$ cat src/rtl/mem_arbiter.sv
// Two-client (fetch / data) round-robin front end issuing one memory cycle at a time.
// Grant-to-ack >= 4 cycles; clients hold req until their ack pulse, with no other backpressure.
module mem_arbiter #(
  parameter int ADDR_W  = 18,
  parameter int WORD_W  = 36,
  parameter int TIMEOUT = 64
) (
  input  logic              clk,
  input  logic              reset,
  input  logic              if_req,
  input  logic [ADDR_W-1:0] if_addr,
  input  logic              if_user,
  output logic              if_ack,
  input  logic              d_req,
  input  logic              d_write,
  input  logic [ADDR_W-1:0] d_addr,
  input  logic [WORD_W-1:0] d_wdata,
  input  logic              d_user,
  output logic              d_ack,
  output logic [WORD_W-1:0] rd_data,
  output logic              nxm,
  output logic [ADDR_W-1:0] mem_addr,
  output logic [WORD_W-1:0] mem_write_data,
  output logic              mem_read,
  output logic              mem_write,
  output logic              mem_user,
  input  logic [WORD_W-1:0] mem_read_data,
  input  logic              mem_ack
);

  localparam int WD_W = $clog2(TIMEOUT + 1);

  typedef enum logic [1:0] {IDLE, ISSUE, WAIT, DONE} state_t;

  state_t            state_q, state_d;
  logic              last_fetch_q, last_fetch_d;
  logic              gnt_fetch_q, gnt_fetch_d;
  logic              wr_q, wr_d;
  logic [WD_W-1:0]   wd_q, wd_d;
  logic              if_ack_q, if_ack_d;
  logic              d_ack_q, d_ack_d;
  logic [WORD_W-1:0] rd_data_q, rd_data_d;
  logic              nxm_q, nxm_d;
  logic [ADDR_W-1:0] mem_addr_q, mem_addr_d;
  logic [WORD_W-1:0] mem_wdata_q, mem_wdata_d;
  logic              mem_read_q, mem_read_d;
  logic              mem_write_q, mem_write_d;
  logic              mem_user_q, mem_user_d;
  logic              pick_fetch;

  always_comb begin
    state_d      = state_q;
    last_fetch_d = last_fetch_q;
    gnt_fetch_d  = gnt_fetch_q;
    wr_d         = wr_q;
    wd_d         = wd_q;
    if_ack_d     = 1'b0;
    d_ack_d      = 1'b0;
    rd_data_d    = rd_data_q;
    nxm_d        = nxm_q;
    mem_addr_d   = mem_addr_q;
    mem_wdata_d  = mem_wdata_q;
    mem_read_d   = 1'b0;
    mem_write_d  = 1'b0;
    mem_user_d   = mem_user_q;
    pick_fetch   = 1'b0;

    case (state_q)
      IDLE: begin
        if (if_req || d_req) begin
          // With both requesting, the client that lost the previous grant goes first.
          pick_fetch   = if_req && (!d_req || !last_fetch_q);
          gnt_fetch_d  = pick_fetch;
          last_fetch_d = pick_fetch;
          state_d      = ISSUE;
          if (pick_fetch) begin
            mem_addr_d = if_addr;
            mem_user_d = if_user;
            wr_d       = 1'b0;
            mem_read_d = 1'b1;
          end else begin
            mem_addr_d  = d_addr;
            mem_wdata_d = d_wdata;
            mem_user_d  = d_user;
            wr_d        = d_write;
            mem_read_d  = !d_write;
            mem_write_d = d_write;
          end
        end
      end
      ISSUE: begin
        wd_d    = '0;
        state_d = WAIT;
      end
      WAIT: begin
        if (mem_ack) begin
          if (!wr_q) rd_data_d = mem_read_data;
          nxm_d    = 1'b0;
          if_ack_d = gnt_fetch_q;
          d_ack_d  = !gnt_fetch_q;
          state_d  = DONE;
        end else if (wd_q == WD_W'(TIMEOUT - 1)) begin
          rd_data_d = '0;
          nxm_d     = 1'b1;
          if_ack_d  = gnt_fetch_q;
          d_ack_d   = !gnt_fetch_q;
          state_d   = DONE;
        end else begin
          wd_d = wd_q + WD_W'(1);
        end
      end
      DONE:    state_d = IDLE;
      default: state_d = IDLE;
    endcase
  end

  always_ff @(posedge clk) begin
    if (reset) begin
      state_q      <= IDLE;
      last_fetch_q <= 1'b0;
      gnt_fetch_q  <= 1'b0;
      wr_q         <= 1'b0;
      wd_q         <= '0;
      if_ack_q     <= 1'b0;
      d_ack_q      <= 1'b0;
      rd_data_q    <= '0;
      nxm_q        <= 1'b0;
      mem_addr_q   <= '0;
      mem_wdata_q  <= '0;
      mem_read_q   <= 1'b0;
      mem_write_q  <= 1'b0;
      mem_user_q   <= 1'b0;
    end else begin
      state_q      <= state_d;
      last_fetch_q <= last_fetch_d;
      gnt_fetch_q  <= gnt_fetch_d;
      wr_q         <= wr_d;
      wd_q         <= wd_d;
      if_ack_q     <= if_ack_d;
      d_ack_q      <= d_ack_d;
      rd_data_q    <= rd_data_d;
      nxm_q        <= nxm_d;
      mem_addr_q   <= mem_addr_d;
      mem_wdata_q  <= mem_wdata_d;
      mem_read_q   <= mem_read_d;
      mem_write_q  <= mem_write_d;
      mem_user_q   <= mem_user_d;
    end
  end

  assign if_ack         = if_ack_q;
  assign d_ack          = d_ack_q;
  assign rd_data        = rd_data_q;
  assign nxm            = nxm_q;
  assign mem_addr       = mem_addr_q;
  assign mem_write_data = mem_wdata_q;
  assign mem_read       = mem_read_q;
  assign mem_write      = mem_write_q;
  assign mem_user       = mem_user_q;

endmodule

$ cat config.mk
export PLATFORM = sky130hd
export DESIGN_NAME = mem_arbiter
export DESIGN_NICKNAME = d
export VERILOG_FILES = /design/src/rtl/mem_arbiter.sv
export SDC_FILE = /design/constraint.sdc
export NUM_CORES = 1
export LEC_CHECK = 0
export CAP_MARGIN = 20
export CORE_MARGIN = 4
export CORE_UTILIZATION = 40
export DETAILED_ROUTE_END_ITERATION = 8
export GPL_TIMING_DRIVEN = 0
export PLACE_DENSITY = 0.85
export SETUP_SLACK_MARGIN = 0.5
export SLEW_MARGIN = 25
export SYNTH_ARGS = -nofsm -noshare
export SYNTH_HDL_FRONTEND = slang
export SYNTH_SLANG_ARGS = --single-unit
$ cat constraint.sdc
create_clock -name clk -period 2.2 [get_ports clk]
set_input_delay 0.33 -clock clk [delete_from_list [all_inputs] [get_ports clk]]
set_output_delay 0.33 -clock clk [all_outputs]
set_load 0.01 [all_outputs]
==> parameters.txt <==
Parameter                              Value

Power and ir drop
  Leakage power total    2.55 nW
  Power after layout    6.18 mW
  Worst voltage drop across the vdd grid    0.536 mV
  P per Cell Area    866 nW/µm²

Logic synthesis
  Yosys warns    0
  Top-area cell type share of the netlist area    49.9%
  Proportion of synthesized flip-flops having asynchronous set or reset    0%
  Mean cell area of the mapped netlist    8.59 µm²
  Dominant combinational cell family by area after synthesis    compound AO/OA/AOI/OAI gates
  Synth unique cells    34
  Fraction of synthesized cell area in xor and xnor cells    0%
  Simple-gate share of the synthesized area    13.4%
  Seq/Total Area, Yosys    49.9%
  Adder-Cell Fraction of Synth Area    1.46%
  Syn nets    621
  Synth Area in Compound Gates    25.9%
  Proportion of synthesized area in mux cells    4.66%
  Mapped cell area    4290 µm²
  Predominant post-synthesis flop cell    sky130_fd_sc_hd__dfxtp_1
  Cell type with the largest total area after synthesis    sky130_fd_sc_hd__dfxtp_1
  Post-synthesis sequential element count    107
  Cells after Synth    500
  Number of synthesized flops with an enable pin    0
  Main area contributors after synthesis    sky130_fd_sc_hd__dfxtp_1 (50%), sky130_fd_sc_hd__a211oi_1 (10%), sky130_fd_sc_hd__a21oi_1 (9.1%), sky130_fd_sc_hd__nand2_1 (6.9%), sky130_fd_sc_hd__mux2i_1 (4.7%)

Setup path
  Kind of capture point of the worst setup path    register
  Cell with the largest stage delay on the worst path    sky130_fd_sc_hd__or4_1
  Largest driver fanout on the critical path    8
  Data arrival at the endpoint of the critical path    1.97 ns
  Capturing point of the worst reg2reg path    wd_q[5]
  Kind of start point of the critical path    register
  Reg-to-reg startpoint    wd_q[0]
  Cell-by-cell listing of the critical path    ha_4, and4b_4, a31o_4, or4_1, nand3_1
  Worst Reg2Reg Path Length in Cells    5
  Max incr delay on CP    0.47 ns
  CP Class    reg2reg
  Critical path required time    2.51 ns
  R2R Setup Slk    0.54 ns

Hold path
  Hold Startpoint    mem_write_data[26]
  Worst hold-check path type    reg2reg
  Worst Hold End    mem_write_data[26]
  Hold Path Cell Cnt    2

Detailed routing
  Sum of routed wire length over all layers    14,500 µm
  Vias    4,620
  DRC errors left    0
  Detailed-router iteration count before antenna repair    5
  Antenna violation net count after detailed routing    0
  Average via count per standard cell    5.27
  Routed wire per std cell    16.5 µm
  Iter 0 DRT Violations    287

STA
  Maximum clock rate    0.601 GHz
  Count of pins over their slew limit    0
  Shortest clock period the worst path allows after layout    1.66 ns
  Accumulated negative setup slack    0 ns
  Slew @ Worst Pin    0.608 ns
  Unrepaired setup endpoints after global routing    true
  Final-report hold violation count    0
  Final setup skew    0.0139 ns
  Setup-failing EPs final    0
  Max-slew headroom    59.5%
  Worst Slack Setup Final    0.535 ns
  Share of the clock period used by the worst path after layout    75.7%
  Final hold slack    0.459 ns

CTS
  H-tree lvl count    3
  Clock latency on the worst-skew pair    0.36 ns
  Clock slew seen by the registers of the worst setup and hold paths    0.11 ns
  TritonCTS clock tree    done
  Num CTS Buffers    9
  Root buffer selected by CTS    sky130_fd_sc_hd__clkbuf_8
  Max Buffers Root-to-Sink    2
  Clk sink count    107

Placement
  Port Buf Inserts    210
  Area after detailed placement    6570 µm²
  Last weighted congestion value of the routability-driven placer    0.905
  Inst Count DP    846
  Post-Place Setup Slack    0.00900 ns
  Post-DP HPWL    10,900 µm

Die
  Standard-cell row count    37
  Die area    12,500 µm²
  Initial cell density of the core    41.4%
  Die outline width    112 µm
  Die Height    112 µm
  Std-Cell Core Area    10,400 µm²
  Num ports    212

Final layout
  Synth-to-Final Area Change    66.2%
  Net count reported at finish    856
  Diodes inserted    0
  Area of all placed cells without fillers    7140 µm²
  Layout cells sized above 1    12.0%
  Final std cells w/o fill    876
  Final core occ    68.8%

GRT
  Number of antenna violations at the first check in global routing    0
  Wire length of the first global-routing pass    22,900 µm
  GR Util All Layers    22.1%
  Maximum number of pins on one net before global-route repair    19
  Remaining global-route overflow    0
  Via count of the first global-routing pass    4,725

Job
  Number of max-cap violations    0

Run status
  Result of the run    finished clean
## cells in the final DEF, fill, tap and decap left out, drive strengths merged
cell,instances
o41ai,1
o21a,1
clkbuf,34
buf,29
ha,5
a21boi,2
nand4,2
or4,1
nand2,79
clkinvlp,2
dfxtp,107
a21o,1
a31o,1
nand3,7
nor3,4
nor2,28
nand2b,5
a21oi,79
inv,8
and4b,1
mux2i,20
a211oi,57
o211ai,1
and2,1
clkdlybuf4s50,210
o21ai,40
nor4b,1
bufinv,2
a31oi,3
nor2b,4
or3,1
clkinv,2
nor4,1
## state kept, by name, summed over array words and instances, names as in the netlist
signal,cells
mem_write_data,36
rd_data,36
mem_addr,18
wd_q,7
state_q,2
d_ack,1
gnt_fetch_q,1
if_ack,1
mem_read,1
mem_user,1
mem_write,1
nxm,1
wr_q,1
## report_power, final
part | leakage, nW | total, mW | internal (mW) | switching, mW
clock | 0.110 | 1.33 | 0.650 | 0.675
sequential | 0.874 | 2.41 | 2.24 | 0.171
combinational | 1.57 | 2.44 | 1.22 | 1.23
## layer usage
metal	global-route usage [%]	wire length (µm)
met2	38.8	6930
met3	6.90	1300
met4	6.73	306
met5	0	0
met1	25.9	5920
## how the worst max path moves through the flow
| stage | cells after the start | endpoint | slack, ns | start |
|---|---|---|---|---|
| after floorplan | 5 | wd_q[5] | 0.57 | wd_q[0] |
| after global routing | 6 | mem_addr[4] | 0.44 | state_q[1] |
| after CTS | 7 | rd_data[8] | 0.50 | wd_q[0] |
| after detailed placement | 6 | rd_data[11] | 0.009 | mem_ack |
| after global placement | 6 | mem_addr[5] | 0.12 | if_req |
| final | 5 | wd_q[5] | 0.54 | wd_q[0] |
## synthesized netlist by cell type, types with 2 or more instances
cell	n
sky130_fd_sc_hd__nor2_1	27
sky130_fd_sc_hd__nand4_1	2
sky130_fd_sc_hd__nand2_1	79
sky130_fd_sc_hd__o21ai_0	40
sky130_fd_sc_hd__mux2i_1	20
sky130_fd_sc_hd__buf_6	2
sky130_fd_sc_hd__a211oi_1	57
sky130_fd_sc_hd__buf_2	6
sky130_fd_sc_hd__clkbuf_1	31
sky130_fd_sc_hd__nor2b_1	4
sky130_fd_sc_hd__nor3_1	4
sky130_fd_sc_hd__inv_1	7
sky130_fd_sc_hd__a21oi_1	78
sky130_fd_sc_hd__a31oi_1	3
sky130_fd_sc_hd__nand2b_1	5
sky130_fd_sc_hd__ha_1	5
sky130_fd_sc_hd__nand3_1	7
sky130_fd_sc_hd__dfxtp_1	107
## repair_timing
item / in CTS / in global routing
cloned: 0 / 2
setup buffers: 3 / 9
pin swaps: 3 / 16
endpoints found under the setup margin: 79 / 88
resized for setup: 30 / 65
hold buffers: 0 / 0
endpoints found under the hold margin: 0 / 0
## cells by family after synthesis
family          after synthesis
simple gates                135
mux                          20
buf+inv                      47
flops                       107
compound gates              186
fa+ha+maj                     5
## final cells by class
type / count / area [µm²]
Inverter: 7 / 30.0
Timing Repair Buffer: 224 / 2220
Tap cell: 136 / 170
Clock buffer: 9 / 124
Buffer: 40 / 249
Multi-Input combinational cell: 346 / 2090
Clock inverter: 7 / 98.8
Fill cell: 790 / 3230
Sequential cell: 107 / 2150
## critical path: cells and delay by family (launching register included)
kind	cells	cell delay (ns)
adder cells (fa/ha/maj)	1	0.17
flip-flops	1	0.38
AND/OR/NAND/NOR	3	0.78
AO/OA/AOI/OAI	1	0.27
Note: power is estimated with default switching activity, not from simulation.
==> RTL edit 1: new RTL, same settings <==
Re-encode `state_t` (4 states) as one-hot, 4 bits wide.
--- a/src/rtl/mem_arbiter.sv
+++ b/src/rtl/mem_arbiter.sv
@@ -30,7 +30,7 @@
 
   localparam int WD_W = $clog2(TIMEOUT + 1);
 
-  typedef enum logic [1:0] {IDLE, ISSUE, WAIT, DONE} state_t;
+  typedef enum logic [3:0] {IDLE = 4'b0001, ISSUE = 4'b0010, WAIT = 4'b0100, DONE = 4'b1000} state_t;
 
   state_t            state_q, state_d;
   logic              last_fetch_q, last_fetch_d;
Check against the original RTL: no difference found for any inputs over 10 cycles, from zero or initial values and one cycle with reset high; not proved beyond that.
==> RTL edit 1 against the original RTL <==
Hold slack got worse by 0.14 ns; largest cell class unchanged; first-iteration DRC count fell by 25%; synthesized area fell by 5.9%; count of clock-buffer cells in the layout rose by 1; wire length fell by 7.1%; setup slack got worse by 0.081 ns; sequential cell count rose by 2; maximum frequency fell by 4.6%; final area fell by 6.1%.
Power is not compared: it rests on default switching activity, and its combinational part moved more than twofold at a synthesized area within 25%.
==> RTL edit 1: results (changes against the original RTL) <==
Setup path
  • Reg-to-Reg End: rd_data[7]
  • FF-to-FF Start: wd_q[1]
  • CP max stage cell: dfxtp_4
  • Worst R2R Path Depth: 7 (+2)
  • CP Data Arrival Time: 1.99 ns (+0.02 ns)
  • Delay-heaviest family, CP: compound AO/OA/AOI/OAI gates
  • R2R setup slack: 0.45 ns (-0.08 ns)
  • Worst path max stage delay: 0.38 ns (-0.09 ns)
  • Crit-path max FO: 5 (-3)

Hold path
  • Hold WC Path Type: in -> reg
  • Hold Path Origin: mem_ack
  • Hold endpoint: nxm

Global route
  • First-pass GRT wire length: 19830 um (-13%)
  • Vias in the first global route: 4030 (-15%)
  • Largest net degree at the start of global routing: 18 (-1)
  • Gr usage total: 21.19% (-0.95 points)

Placement
  • RePlAce Congestion: 0.8279 (-8.5%)
  • Number of buffers added on ports: 209 (-0.48%)

Finish
  • Fraction of area in registers: 32.69% (+2.6 points)
  • Multi-input gate count: 298 (-14%)
  • Multi-input gate share of total cell area: 25.91% (-3.4 points)
  • Non-Clock Buffer Area Fraction: 35.93% (+1.3 points)
  • Inverters: 3 (-4)
  • Clock buf/inv share: 2.819% (-0.30 points)
  • Clock buffer count: 10 (+1)
  • # fillers: 804 (+1.8%)
  • Share of layout cells above drive strength 1: 9.573% (-2.5 points)
  • Layout Nets: 792 (-7.5%)
  • Signal buffers: 254 (-3.8%)
  • ANT cells: 0 (unchanged)

Synthesis
  • Yosys reg bits: 109 (+1.9%)
  • Top cells by count, synth: 114 x nand2_1, 109 x dfxtp_1, 45 x a21oi_1
  • Post-synthesis net count: 557 (-10%)
  • Ys async rst share: 0% (unchanged)
  • Synth unique cells: 43 (+26%)
  • Syn. warnings: 0 (unchanged)
  • Ranking of synthesized cells by area: dfxtp_1 54%, nand2_1 11%, a22o_1 7.8%
  • Register area share after synthesis: 54.01% (+4.1 points)

Run status
  • Status: completed

Timing
  • Worst slew pin tran: 0.5837 ns (-0.02406 ns)
  • Layout Skew: 0.01048 ns (-0.003414 ns)

Routing
  • DR iter-0 viols: 214 (-25%)
  • TritonRoute pass-1 iters: 4 (-1)
  • Vias: 4107 (-11%)
  • Post-DR wirelength/cell: 16.53 um (+0.23%)

Clocking
  • Worst-Skew Late Latency: 0.35 ns
  • H-tree depth: 3 (unchanged)
[RTL edit 1: changes by cell type in the layout (fill, tap and decap cells not counted), sizes merged, moves of 6 or more]
cell,before,now
o21ai,40,6
mux2i,20,0
a311oi,0,19
nand2,79,114
clkbuf,34,28
a22o,0,36
a21oi,79,47
a211oi,57,3
[RTL edit 1: per-layer routing]
| layer | vias up | GRT usage [%] | share of wire (%) |
|---|---|---|---|
| met2 | 189 | 37.91 | 49 |
| met1 | 1894 | 23.57 | 40 |
| met3 | 14 | 7.284 | 10 |
| met4 | 0 | 6.583 | 1.2 |
| li1 | 2010 | - | - |
| met5 | - | 0 | 0 |
[RTL edit 1: per-stage QoR]
step           setup slack, ns  power, uW  std cells  hold WS [ns]  area [um^2]
3_3_place_gp           0.03900       3042        782        0.4417         6299
2_1_floorplan           0.5143       2553        440        0.4294         4040
3_5_place_dp         -0.005959       3069        782        0.4462         6299
6_report                0.4549       4238        812        0.3144         6703
5_1_grt                 0.3959       4433        812        0.3051         6703
4_1_cts                 0.5041       4242        805        0.2932         6579
[RTL edit 1: cell families after synthesis]
logic type | count (synthesis) | share of synthesized area, %
adders and majority gates | 1 | 0.3096
and+or+nand+nor | 173 | 19.29
DFF | 109 | 54.01
AOI/OAI and AO/OA | 123 | 21.83
buffers and inverters | 34 | 4.552
[RTL edit 1: worst max-delay path by stage]
stage               depth (start not counted)     from                  to
floorplan                                   6  wd_q[0]         rd_data[10]
global placement                            6   if_req  mem_write_data[17]
detailed placement                          6   if_req  mem_write_data[32]
CTS                                         5  wd_q[0]             wd_q[3]
global route                                7  wd_q[1]         rd_data[33]
finish                                      7  wd_q[1]          rd_data[7]
[RTL edit 1: timing repair]
action                     4_1_cts  5_1_grt
resized for setup                8       30
pin swaps                        4       26
setup endpoints to repair       71       88
setup buffers                    8        3
cloned                           0        4
==> RTL edit 2: new RTL, same settings <==
Without the edit above. `TIMEOUT`: 64 -> 128.
--- a/src/rtl/mem_arbiter.sv
+++ b/src/rtl/mem_arbiter.sv
@@ -3,7 +3,7 @@
 module mem_arbiter #(
   parameter int ADDR_W  = 18,
   parameter int WORD_W  = 36,
-  parameter int TIMEOUT = 64
+  parameter int TIMEOUT = 128
 ) (
   input  logic              clk,
   input  logic              reset,
Function: same outputs for any inputs over 10 cycles, from zero or initial values and one cycle with reset high; that may be too few to reach the edited logic, so the function may still have changed.
==> RTL edit 2 against the original RTL <==
Synthesized area rose by 10%; global-route usage up 2.2 points; sequential share of layout area shrank 0.97 points; power rose by 15%; setup slack better by 0.036 ns; synthesized cell count rose by 14%; critical path depth fell by 4; largest power group unchanged; sequential cell count increased by 1; clock skew fell by 0.0084 ns; wire length grew 17%; die area rose by 9.4%; maximum frequency rose by 2.2%; final area rose by 4.1%.
==> RTL edit 2: results (changes against the original RTL) <==
Run status
  • Status: completed

Power and ir drop
  • Net Switching: 2361 uW (+14%)
  • Peak VDD IR: 509.7 uV (-4.9%)
  • Lkg Pwr: 0.002735 uW (+7.1%)
  • P_clk: 1880 uW (+41%)
  • Comb pwr: 2650 uW (+8.6%)
  • Power Dens Cells: 960.3 nW/um^2 (+11%)

Synthesis
  • Syn avg cell area: 8.314 um^2 (-3.2%)
  • Adder-Cell Fraction of Synth Area: 1.322% (-0.13 points)
  • Synth unique cells: 47 (+38%)
  • Post-synthesis net count: 690 (+11%)
  • Register area share after synthesis: 45.70% (-4.2 points)
  • Ranking of synthesized cells by area: dfxtp_1 46%, nand3_1 8.1%, a21oi_1 8.0%
  • Mux cell area share after synthesis: 0.6348% (-4.0 points)

Timing
  • Layout Skew: 0.005536 ns (-0.008358 ns)
  • Worst slew margin: 61.97% (+2.5 points)
  • Fmax: 614.0 MHz (+2.2%)

Global route
  • M1 GR Usage: 28.01% (+2.1 points)
  • First-pass GRT wire length: 26270 um (+15%)

Finish
  • Share of layout cells above drive strength 1: 10.41% (-1.6 points)
  • Fin util: 64.49% (-4.3 points)
  • # fillers: 956 (+21%)
  • Multi-input gate area: 2291 um^2 (+9.5%)
  • Reg area: 2163 um^2 (+0.70%)
  • Multi-input gate count: 400 (+16%)
  • Seq Cell Count: 108 (+0.93%)
  • Clock buf/inv share: 4.700% (+1.6 points)
  • Non-Clock Buffer Area Fraction: 32.72% (-1.9 points)

Setup path
  • CP startpoint: mem_write_data[5]
  • Worst path max stage delay: 0.57 ns (+0.10 ns)
  • Crit-path max FO: 2 (-6)
  • Reg-to-Reg End: mem_write_data[9]
  • CP max stage cell: clkdlybuf4s50_1
  • CP Data Arrival Time: 1.30 ns (-0.67 ns)
  • FF-to-FF Start: state_q[1]
  • R2R setup slack: 0.63 ns (+0.09 ns)
  • Worst setup endpoint: mem_write_data[5]

Placement
  • DP Area: 7022 um^2 (+6.9%)
  • Worst slack, placed: 0.1475 ns (+0.1385 ns)

Clocking
  • Root Buffer: clkbuf_16
  • Clock slew seen by the registers of the worst setup and hold paths: 0.07 ns (-0.04 ns)

Routing
  • Met2 WL: 8016 um (+16%)
  • Met3 wire len: 1789 um (+38%)
  • Via/cell ratio: 5.547 (+5.2%)
  • Post-DR wirelength/cell: 17.94 um (+8.8%)

Hold path
  • Hold Path Origin: mem_write_data[6]
RTL edit 2: cell count changes in the layout (fill, tap and decap cells not counted), moves of 10 or more:
cell,change
a211oi_1,-40
a211oi_2,-15
a311oi_1,+10
buf_2,+21
mux2i_1,-17
nand2_1,-35
nand3_1,+70
nor2_1,-14
nor3b_1,+36
o21ai_0,+30
o21ai_1,+15
RTL edit 2: what timing repair did:
item,4_1_cts,5_1_grt
setup endpoints to repair,26,96
gates cloned,0,0
gates resized for setup,8,35
pin swaps,0,1
setup buffers,0,1
RTL edit 2: how the worst min path moves through the flow:
stage,cells past startpoint,slack [ns],to
final,2,0.48,mem_write_data[6]
after global routing,2,0.50,rd_data[11]
after CTS,2,0.48,mem_write_data[23]
after detailed placement,2,0.47,mem_write_data[23]
after global placement,2,0.46,rd_data[11]
after floorplan,1,0.43,nxm
RTL edit 2: kinds of logic after synthesis:
group,Yosys count
compound gates,196
fa+ha+maj,5
buf+inv,61
flops,108
mux,3
simple gates,196
